File: config.mk
export PLATFORM = sky130hd
export DESIGN_NAME = rom_arbiter_flat
export DESIGN_NICKNAME = d
export VERILOG_FILES = /design/src/rtl/rom_arbiter_pkg.sv /design/src/rtl/rom_arbiter_if.sv /design/src/rtl/rom_arbiter.sv /design/src/flat_wrapper.sv
export SDC_FILE = /design/constraint.sdc
export NUM_CORES = 1
export LEC_CHECK = 0
export ABC_AREA = 1
export CAP_MARGIN = 15
export CELL_PAD_IN_SITES_DETAIL_PLACEMENT = 1
export CELL_PAD_IN_SITES_GLOBAL_PLACEMENT = 2
export CORE_AREA = 2 2 117 119
export CTS_CLUSTER_SIZE = 20
export DETAILED_ROUTE_END_ITERATION = 10
export DIE_AREA = 0 0 119 121
export PLACE_DENSITY = 0.95
export SLEW_MARGIN = 20
export SYNTH_ARGS = -nofsm -noshare
export SYNTH_HDL_FRONTEND = slang
export SYNTH_SLANG_ARGS = --single-unit
File: constraint.sdc
create_clock -name clk_i -period 3.9 [get_ports clk_i]
set_clock_uncertainty 0.05 [all_clocks]
set_input_delay 0.78 -clock clk_i [delete_from_list [all_inputs] [get_ports clk_i]]
set_output_delay 0.78 -clock clk_i [all_outputs]
set_load 0.01 [all_outputs]
File: src/rtl/rom_arbiter_pkg.sv
// Shared constants and helpers for the instruction-ROM arbiter: memory map,
// data width, default fetch-starvation limit and the range-check function.
package rom_arbiter_pkg;

  localparam int unsigned XLEN                = 32;
  localparam logic [XLEN-1:0] MEM_OFFSET      = 32'h8000_0000;
  localparam logic [XLEN-1:0] MEM_SIZE        = 32'h0000_4000;
  localparam int unsigned PART_ADDR_WIDTH     = 14;
  localparam int unsigned ROM_IF_STARVE_LIMIT = 4;

  // Which requester, if any, owns the ROM port in the current cycle.
  typedef enum logic [1:0] {
    GNT_NONE = 2'd0,
    GNT_IF   = 2'd1,
    GNT_LS   = 2'd2
  } gnt_sel_e;

  // Evaluated one bit wider than XLEN so MEM_OFFSET+MEM_SIZE cannot wrap.
  function automatic logic addr_in_range(input logic [XLEN-1:0] addr);
    logic [XLEN:0] a;
    logic [XLEN:0] lo;
    logic [XLEN:0] hi;
    a  = {1'b0, addr};
    lo = {1'b0, MEM_OFFSET};
    hi = lo + {1'b0, MEM_SIZE};
    return (a >= lo) && (a < hi);
  endfunction

endpackage

File: src/rtl/rom_arbiter_if.sv
// Bundle of the fetch port, load/store port and ROM connection seen by rom_arbiter.
interface rom_arbiter_if;
  import rom_arbiter_pkg::*;

  // Handshake: a request is accepted in the cycle where req and gnt are both
  // high; the requester holds req/addr until then and may drop req beforehand
  // with no side effects. The response (valid/data/err) arrives exactly one
  // cycle after acceptance.
  logic            if_req_i;
  logic [XLEN-1:0] if_addr_i;
  logic            if_flush_i;
  logic            if_gnt_o;
  logic            if_valid_o;
  logic [XLEN-1:0] if_data_o;
  logic            if_err_o;

  logic            ls_req_i;
  logic [XLEN-1:0] ls_addr_i;
  logic            ls_gnt_o;
  logic            ls_valid_o;
  logic [XLEN-1:0] ls_data_o;
  logic            ls_err_o;

  logic [XLEN-1:0] rom_addr_o;
  logic [XLEN-1:0] rom_data_i;

  modport slave (
    input  if_req_i, if_addr_i, if_flush_i, ls_req_i, ls_addr_i, rom_data_i,
    output if_gnt_o, if_valid_o, if_data_o, if_err_o,
           ls_gnt_o, ls_valid_o, ls_data_o, ls_err_o, rom_addr_o
  );

  modport master (
    output if_req_i, if_addr_i, if_flush_i, ls_req_i, ls_addr_i, rom_data_i,
    input  if_gnt_o, if_valid_o, if_data_o, if_err_o,
           ls_gnt_o, ls_valid_o, ls_data_o, ls_err_o, rom_addr_o
  );

endinterface

File: src/rtl/rom_arbiter.sv
// Shares the synchronous-read instruction ROM between IF fetch and load/store
// reads: combinational grant, one-cycle response routing, range screening.
module rom_arbiter
  import rom_arbiter_pkg::*;
#(
  parameter int unsigned IF_STARVE_LIMIT = ROM_IF_STARVE_LIMIT
) (
  input  logic         clk_i,
  input  logic         rst_i,
  rom_arbiter_if.slave bus
);

  localparam int unsigned SW = (IF_STARVE_LIMIT < 2) ? 1 : $clog2(IF_STARVE_LIMIT + 1);
  localparam logic [SW-1:0] LIMIT = (IF_STARVE_LIMIT < 1) ? SW'(1) : SW'(IF_STARVE_LIMIT);

  gnt_sel_e      sel;
  logic          at_limit;
  logic [SW-1:0] starve_q, starve_d;
  logic          resp_if_q, resp_if_d;
  logic          resp_ls_q, resp_ls_d;
  logic          oor_q, oor_d;
  logic          if_valid;

  // Load/store wins by default; fetch takes the port once it has waited
  // LIMIT consecutive load grants. A flush blocks fetch outright.
  always_comb begin
    sel      = GNT_NONE;
    at_limit = (starve_q == LIMIT);
    if (!rst_i) begin
      if (bus.if_req_i && !bus.if_flush_i && (!bus.ls_req_i || at_limit)) begin
        sel = GNT_IF;
      end else if (bus.ls_req_i) begin
        sel = GNT_LS;
      end
    end
  end

  assign bus.if_gnt_o   = (sel == GNT_IF);
  assign bus.ls_gnt_o   = (sel == GNT_LS);
  assign bus.rom_addr_o = (sel == GNT_LS) ? bus.ls_addr_i : bus.if_addr_i;

  // The counter saturates at LIMIT: a flush at the limit keeps fetch
  // first in line rather than letting the count run past it.
  always_comb begin
    resp_if_d = (sel == GNT_IF);
    resp_ls_d = (sel == GNT_LS);
    oor_d     = (sel != GNT_NONE) && !addr_in_range(bus.rom_addr_o);
    starve_d  = starve_q;
    if ((sel == GNT_IF) || !bus.if_req_i) begin
      starve_d = '0;
    end else if ((sel == GNT_LS) && !at_limit) begin
      starve_d = starve_q + 1'b1;
    end
  end

  always_ff @(posedge clk_i) begin
    if (rst_i) begin
      starve_q  <= '0;
      resp_if_q <= 1'b0;
      resp_ls_q <= 1'b0;
      oor_q     <= 1'b0;
    end else begin
      starve_q  <= starve_d;
      resp_if_q <= resp_if_d;
      resp_ls_q <= resp_ls_d;
      oor_q     <= oor_d;
    end
  end

  // A flush during the response cycle kills the fetched word.
  assign if_valid       = resp_if_q & ~bus.if_flush_i;
  assign bus.if_valid_o = if_valid;
  assign bus.if_err_o   = if_valid & oor_q;
  assign bus.if_data_o  = (if_valid && !oor_q) ? bus.rom_data_i : '0;

  assign bus.ls_valid_o = resp_ls_q;
  assign bus.ls_err_o   = resp_ls_q & oor_q;
  assign bus.ls_data_o  = (resp_ls_q && !oor_q) ? bus.rom_data_i : '0;

endmodule

File: src/flat_wrapper.sv
// flat-port wrapper written by rule: the top's interface ports become plain ports
module rom_arbiter_flat import rom_arbiter_pkg::*;
#(
  parameter int unsigned IF_STARVE_LIMIT = ROM_IF_STARVE_LIMIT
)
  (clk_i, rst_i, bus_if_req_i, bus_if_addr_i, bus_if_flush_i, bus_ls_req_i, bus_ls_addr_i, bus_rom_data_i, bus_if_gnt_o, bus_if_valid_o, bus_if_data_o, bus_if_err_o, bus_ls_gnt_o, bus_ls_valid_o, bus_ls_data_o, bus_ls_err_o, bus_rom_addr_o);
  rom_arbiter_if bus_i ();
  input  logic clk_i;
  input  logic rst_i;
  input wire logic [$bits(bus_i.if_req_i)-1:0] bus_if_req_i;
  input wire logic [$bits(bus_i.if_addr_i)-1:0] bus_if_addr_i;
  input wire logic [$bits(bus_i.if_flush_i)-1:0] bus_if_flush_i;
  input wire logic [$bits(bus_i.ls_req_i)-1:0] bus_ls_req_i;
  input wire logic [$bits(bus_i.ls_addr_i)-1:0] bus_ls_addr_i;
  input wire logic [$bits(bus_i.rom_data_i)-1:0] bus_rom_data_i;
  output wire logic [$bits(bus_i.if_gnt_o)-1:0] bus_if_gnt_o;
  output wire logic [$bits(bus_i.if_valid_o)-1:0] bus_if_valid_o;
  output wire logic [$bits(bus_i.if_data_o)-1:0] bus_if_data_o;
  output wire logic [$bits(bus_i.if_err_o)-1:0] bus_if_err_o;
  output wire logic [$bits(bus_i.ls_gnt_o)-1:0] bus_ls_gnt_o;
  output wire logic [$bits(bus_i.ls_valid_o)-1:0] bus_ls_valid_o;
  output wire logic [$bits(bus_i.ls_data_o)-1:0] bus_ls_data_o;
  output wire logic [$bits(bus_i.ls_err_o)-1:0] bus_ls_err_o;
  output wire logic [$bits(bus_i.rom_addr_o)-1:0] bus_rom_addr_o;
  assign bus_i.if_req_i = bus_if_req_i;
  assign bus_i.if_addr_i = bus_if_addr_i;
  assign bus_i.if_flush_i = bus_if_flush_i;
  assign bus_i.ls_req_i = bus_ls_req_i;
  assign bus_i.ls_addr_i = bus_ls_addr_i;
  assign bus_i.rom_data_i = bus_rom_data_i;
  assign bus_if_gnt_o = bus_i.if_gnt_o;
  assign bus_if_valid_o = bus_i.if_valid_o;
  assign bus_if_data_o = bus_i.if_data_o;
  assign bus_if_err_o = bus_i.if_err_o;
  assign bus_ls_gnt_o = bus_i.ls_gnt_o;
  assign bus_ls_valid_o = bus_i.ls_valid_o;
  assign bus_ls_data_o = bus_i.ls_data_o;
  assign bus_ls_err_o = bus_i.ls_err_o;
  assign bus_rom_addr_o = bus_i.rom_addr_o;
  rom_arbiter #(.IF_STARVE_LIMIT(IF_STARVE_LIMIT)) u_core (.clk_i(clk_i), .rst_i(rst_i), .bus(bus_i));
endmodule
# After elaboration in Yosys (flattened, before gate mapping)
# Index checks and enable logic that the tools add are counted.
[totals] latch_bits=0 elab_cells=37 ff_bits=6 romBits=0 output_inout_bits=102 n_memories=0 ramBits=0 input_bits=101
[classes] mul=0 n_div=0 n_shift=0 muxes=6 magnitude_cmp=2 n_bitwise=4 n_reduce_logical=17 addsub=1 eq_ne=3
[ops] operator="$mux W32" count=3
[ops] operator="$ge A32 B32 Y1 const B" count=1
[ops] operator="$lt A32 B32 Y1 const B" count=1
[ops] operator="$logic_and A1 B1 Y1" count=7
[ops] operator="$logic_not A1 Y1" count=6
[ops] operator="$mux W2" count=3
[ops] operator="$add A3 B1 Y3 const B" count=1
[ops] operator="$and A1 B1 Y1" count=3
[ops] operator="$eq A3 B3 Y1 const B" count=1
[ops] operator="$eq A2 B1 Y1 const B" count=1
[ops] operator="$eq A2 B2 Y1 const B" count=1
[ops] operator="$logic_or A1 B1 Y1" count=2
[ops] operator="$reduce_bool A2 Y1" count=1
[ops] operator="$reduce_or A2 Y1" count=1
[ops] operator="$not A1 Y1" count=1

# Depth between registers and ports, before layout
[logic_depth] ltp_word=11 depth_mapped=14 mapped_depth_nobuf=14

# Worst setup path before layout
# OpenSTA, ideal clock, no wires.
[synth_path] path_type="input to output" start="input bus_if_req_i" end="output bus_rom_addr_o[10]" cell_stages=8 arrival_time_ps=1625 setup_slack_ps=1445 required_ps=3070 n_path_buf=2 cell_sequence="inv_1 -> nor2_1 -> nand2_1 -> nand2_4 -> buf_2 -> buf_2 -> nand2_1 -> nand2_1"
[synth_via] elab_chain_len=6
[synth_lines] item="start: declaration" line_no="flat_wrapper.sv:10" text="input wire logic [$bits(bus_i.if_req_i)-1:0] bus_if_req_i;"
[synth_lines] item="$logic_and A1 B1 Y1 (2 in series)" line_no="rom_arbiter.sv:30" text="if (bus.if_req_i && !bus.if_flush_i && (!bus.ls_req_i || at_limit)) begin"
[synth_lines] item="$mux W2" line_no="rom_arbiter.sv:30"
[synth_lines] item="$mux W2" line_no="rom_arbiter.sv:29" text="if (!rst_i) begin"
[synth_lines] item="$eq A2 B2 Y1" line_no="rom_arbiter.sv:40" text="assign bus.rom_addr_o = (sel == GNT_LS) ? bus.ls_addr_i : bus.if_addr_i;"
[synth_lines] item="$mux W32" line_no="rom_arbiter.sv:40"
[synth_lines] item="end: declaration" line_no="flat_wrapper.sv:24" text="output wire logic [$bits(bus_i.rom_addr_o)-1:0] bus_rom_addr_o;"
# Every way passes these cells.

# Worst setup path after layout
[layout_path] start="input bus_if_flush_i" end="output bus_rom_addr_o[25]"
[layout_via] elab_chain_len=7
[layout_lines] item="start: declaration" line_no="flat_wrapper.sv:12" text="input wire logic [$bits(bus_i.if_flush_i)-1:0] bus_if_flush_i;"
[layout_lines] item="$logic_not A1 Y1" line_no="rom_arbiter.sv:30"
[layout_lines] item="$logic_and A1 B1 Y1 (2 in series)" line_no="rom_arbiter.sv:30"
[layout_lines] item="$mux W2" line_no="rom_arbiter.sv:30"
[layout_lines] item="$mux W2" line_no="rom_arbiter.sv:29"
[layout_lines] item="$eq A2 B2 Y1" line_no="rom_arbiter.sv:40"
[layout_lines] item="$mux W32" line_no="rom_arbiter.sv:40"
# Every way passes these cells.

==> flow_summary.json <==
{
  "status": "finished clean",
  "post_cts_buffers": 0,
  "synth-adder-area-share_pct": 1.95,
  "cts.sinks": 6,
  "finalHoldViolations": 0,
  "cts_resized": 0,
  "h-tree-depth": 1,
  "synth_ff_type": "dfxtp_1",
  "synth_cell_type_count": 17,
  "clkLatencyLatePin_ns": 0.23,
  "clock-root-buffer": "clkbuf_16",
  "grtUsageTotal_pct": 10.5,
  "drt-pass1-iter-count": 4,
  "layout-drive-gt1-share_pct": 2.26,
  "p_leak_nw": 1.72,
  "period_share_pct": 90.4,
  "synth.mux.area_fraction_pct": 0,
  "ys_ff_latch": 6,
  "synth_fp_nets": 393,
  "drcViolationCount": 0,
  "syn_to_final_growth_pct": 179,
  "critPathCaptureType": "output pin",
  "antenna_left": 0,
  "yosysTopAreaCell": "nand2_1",
  "cp.arrival_ns": 2.69,
  "fmax_mhz": 284,
  "grt_pass1_wl_um": 12300,
  "synth.most_common_cell": "nand2_1",
  "worst_pin_slew_ns": 0.640,
  "holdWs_ns": 0.456,
  "die-width_um": 119,
  "via_count": 2412,
  "drt-initial-drc-count": 29,
  "period_minus_slack_ns": 3.52,
  "nNetsFinal": 592,
  "grt_max_degree": 33,
  "synth_compound_area_share_pct": 4.28,
  "finalMaxSlewViolations": 0,
  "yosys.area_share.simple_pct": 57.8,
  "antenna_found_initial": 1,
  "powerDensity_nw_per_um2": 152,
  "hpwl_um": 7050,
  "port_buffers": 202,
  "netlist_top_cells_area": "nand2_1 (28%), nor2_1 (22%), inv_1 (21%), dfxtp_1 (9.3%), nand3b_1 (4.1%)",
  "cts_tree": "yes",
  "critical_path_class": "primary input to output pin",
  "die-area_um2": 14400,
  "synth_common_cells": "nand2_1 (95), nor2_1 (76), inv_1 (73)",
  "crit_path_top_delay_cell": "clkdlybuf4s50_1",
  "crit_buf_inv": 3,
  "yosys_warnings": 0,
  "max-cap-violations": 0,
  "fill_cells": 1651,
  "async_flop_share_pct": 0,
  "synth_area_per_cell_um2": 4.44,
  "ioPinCount": 203,
  "synthXorXnorAreaFrac_pct": 0,
  "wl_um": 7990,
  "setup_tns_ns": 0,
  "core.rowCount": 42,
  "grt_pass1_vias": 2570,
  "crit_top_cell": "nand2_1",
  "rsz0062_at_grt": "no",
  "path_cells": "clkdlybuf4s50_1 > nor2_1 > nand2_1 > nand2_4 > inv_2 > nand2_1 > nand2_1 > clkdlybuf4s50_1",
  "fp.coreArea_um2": 13100,
  "design_area_um2": 3580,
  "gp_congestion": 0.769,
  "hold_class": "register to register",
  "clockBufferDepth": 2,
  "diodes": 0,
  "total_power_mw": 0.544,
  "ys_seq_area_share_pct": 9.34,
  "setup_viol": 0,
  "slew_headroom_pct": 57.2,
  "clkTransAtPathRegs_ns": 0.03,
  "cpPeakStageDelay_ns": 0.55,
  "drt-wirelength-per-cell_um": 12.0,
  "vias_per_cell": 3.64,
  "synth.top_cell.area_share_pct": 27.7,
  "synth_edf_count": 0,
  "holdBufCountCts": 0,
  "path_delay_family": "buffers and inverters",
  "ff2ff_setup_slack_ns": 1.85,
  "netlist_area_um2": 1290,
  "peakVddDrop_mv": 0.0937,
  "cp-start-kind": "primary input",
  "syn_inst": 290,
  "start_util_pct": 9.83,
  "die_h_um": 121,
  "crit_fanout": 23,
  "synth_top_family_by_area": "simple AND/OR/NAND/NOR gates",
  "dpl_cell_area_um2": 3510,
  "gr-total-overflow": 0,
  "numCtsBuffers": 3,
  "required_ns": 3.07
}
-- placed cells by master, fill, tap and decap left out --
| cell | netlist | layout |
|---|---|---|
| nand2_1 | 95 | 94 |
| inv_2 | 1 | 1 |
| nand2_4 | 1 | 1 |
| o21ai_1 | 7 | 7 |
| nand2_2 | 0 | 1 |
| inv_1 | 73 | 73 |
| dfxtp_1 | 6 | 6 |
| nand3_1 | 2 | 2 |
| nor2_4 | 1 | 1 |
| buf_4 | 0 | 3 |
| ha_1 | 2 | 2 |
| clkbuf_16 | 0 | 3 |
| a21oi_1 | 4 | 4 |
| nor2_1 | 76 | 76 |
| nand3b_1 | 7 | 7 |
| buf_12 | 0 | 1 |
| clkdlybuf4s50_1 | 0 | 202 |
| and3_1 | 1 | 1 |
| nor3_1 | 2 | 2 |
-- power by group --
group          leakage, nW  internal [mW]  switching (mW)
logic                 1.64          0.189           0.124
registers           0.0490         0.0637         0.00135
clock network       0.0370          0.132          0.0342
total                 1.72          0.384           0.160
-- final timing paths --
kind / startpoint / endpoint / cells past startpoint
worst max-delay path: bus_if_flush_i / bus_rom_addr_o[25] / 8
worst min-delay path: u_core.starve_q[1] / u_core.starve_q[1] / 2
worst max register to register: u_core.starve_q[0] / u_core.oor_q / 14
worst min register to register: u_core.starve_q[1] / u_core.starve_q[1] / 2
-- metrics by stage --
step / utilization [%] / cells / setup WS (ns)
2_1_floorplan: - / 290 / 1.44
3_3_place_gp: 26.8 / 660 / 0.402
3_5_place_dp: 26.8 / 660 / 0.358
4_1_cts: 27.4 / 663 / 0.353
5_1_grt: 27.4 / 663 / 0.222
6_report: 27.4 / 663 / 0.376
-- registers in the layout (all words and copies together) (netlist names) --
register	count
u_core.starve_q	3
u_core.resp_if_q	1
u_core.bus.ls_valid_o	1
u_core.oor_q	1
-- tightest hold or removal path, cell delays in order, from the launching register on --
cell     delay [ns]
dfxtp_1        0.31
nand2_1        0.08
a21oi_1        0.06
-- routing by layer --
metal	wire length, µm	up-vias	share of wire, %	GRT usage (%)
met5	7	-	0.088	0
met4	59	2	0.74	2.23
met3	760	4	9.5	3.52
met2	4140	124	52	20.6
met1	3020	1074	38	10.8
li1	-	1208	-	-
-- final cells by class --
class / instances / area, µm² / area share [%]
Tap cell: 176 / 220 / 6.15
Inverter: 74 / 278 / 7.75
Sequential cell: 6 / 120 / 3.35
Timing Repair Buffer: 206 / 2060 / 57.6
Multi-Input combinational cell: 198 / 826 / 23.0
Clock buffer: 3 / 75.1 / 2.09
-- cells by family (layout without fill, tap and decap cells) --
kind of cell	Yosys count	count (layout)
adder cells (fa/ha/maj)	2	2
buffers and inverters	86	283
flip-flops	6	6
AND/OR/NAND/NOR	185	185
AO/OA/AOI/OAI	11	11
No activity file was read; power rests on OpenSTA's default activity.
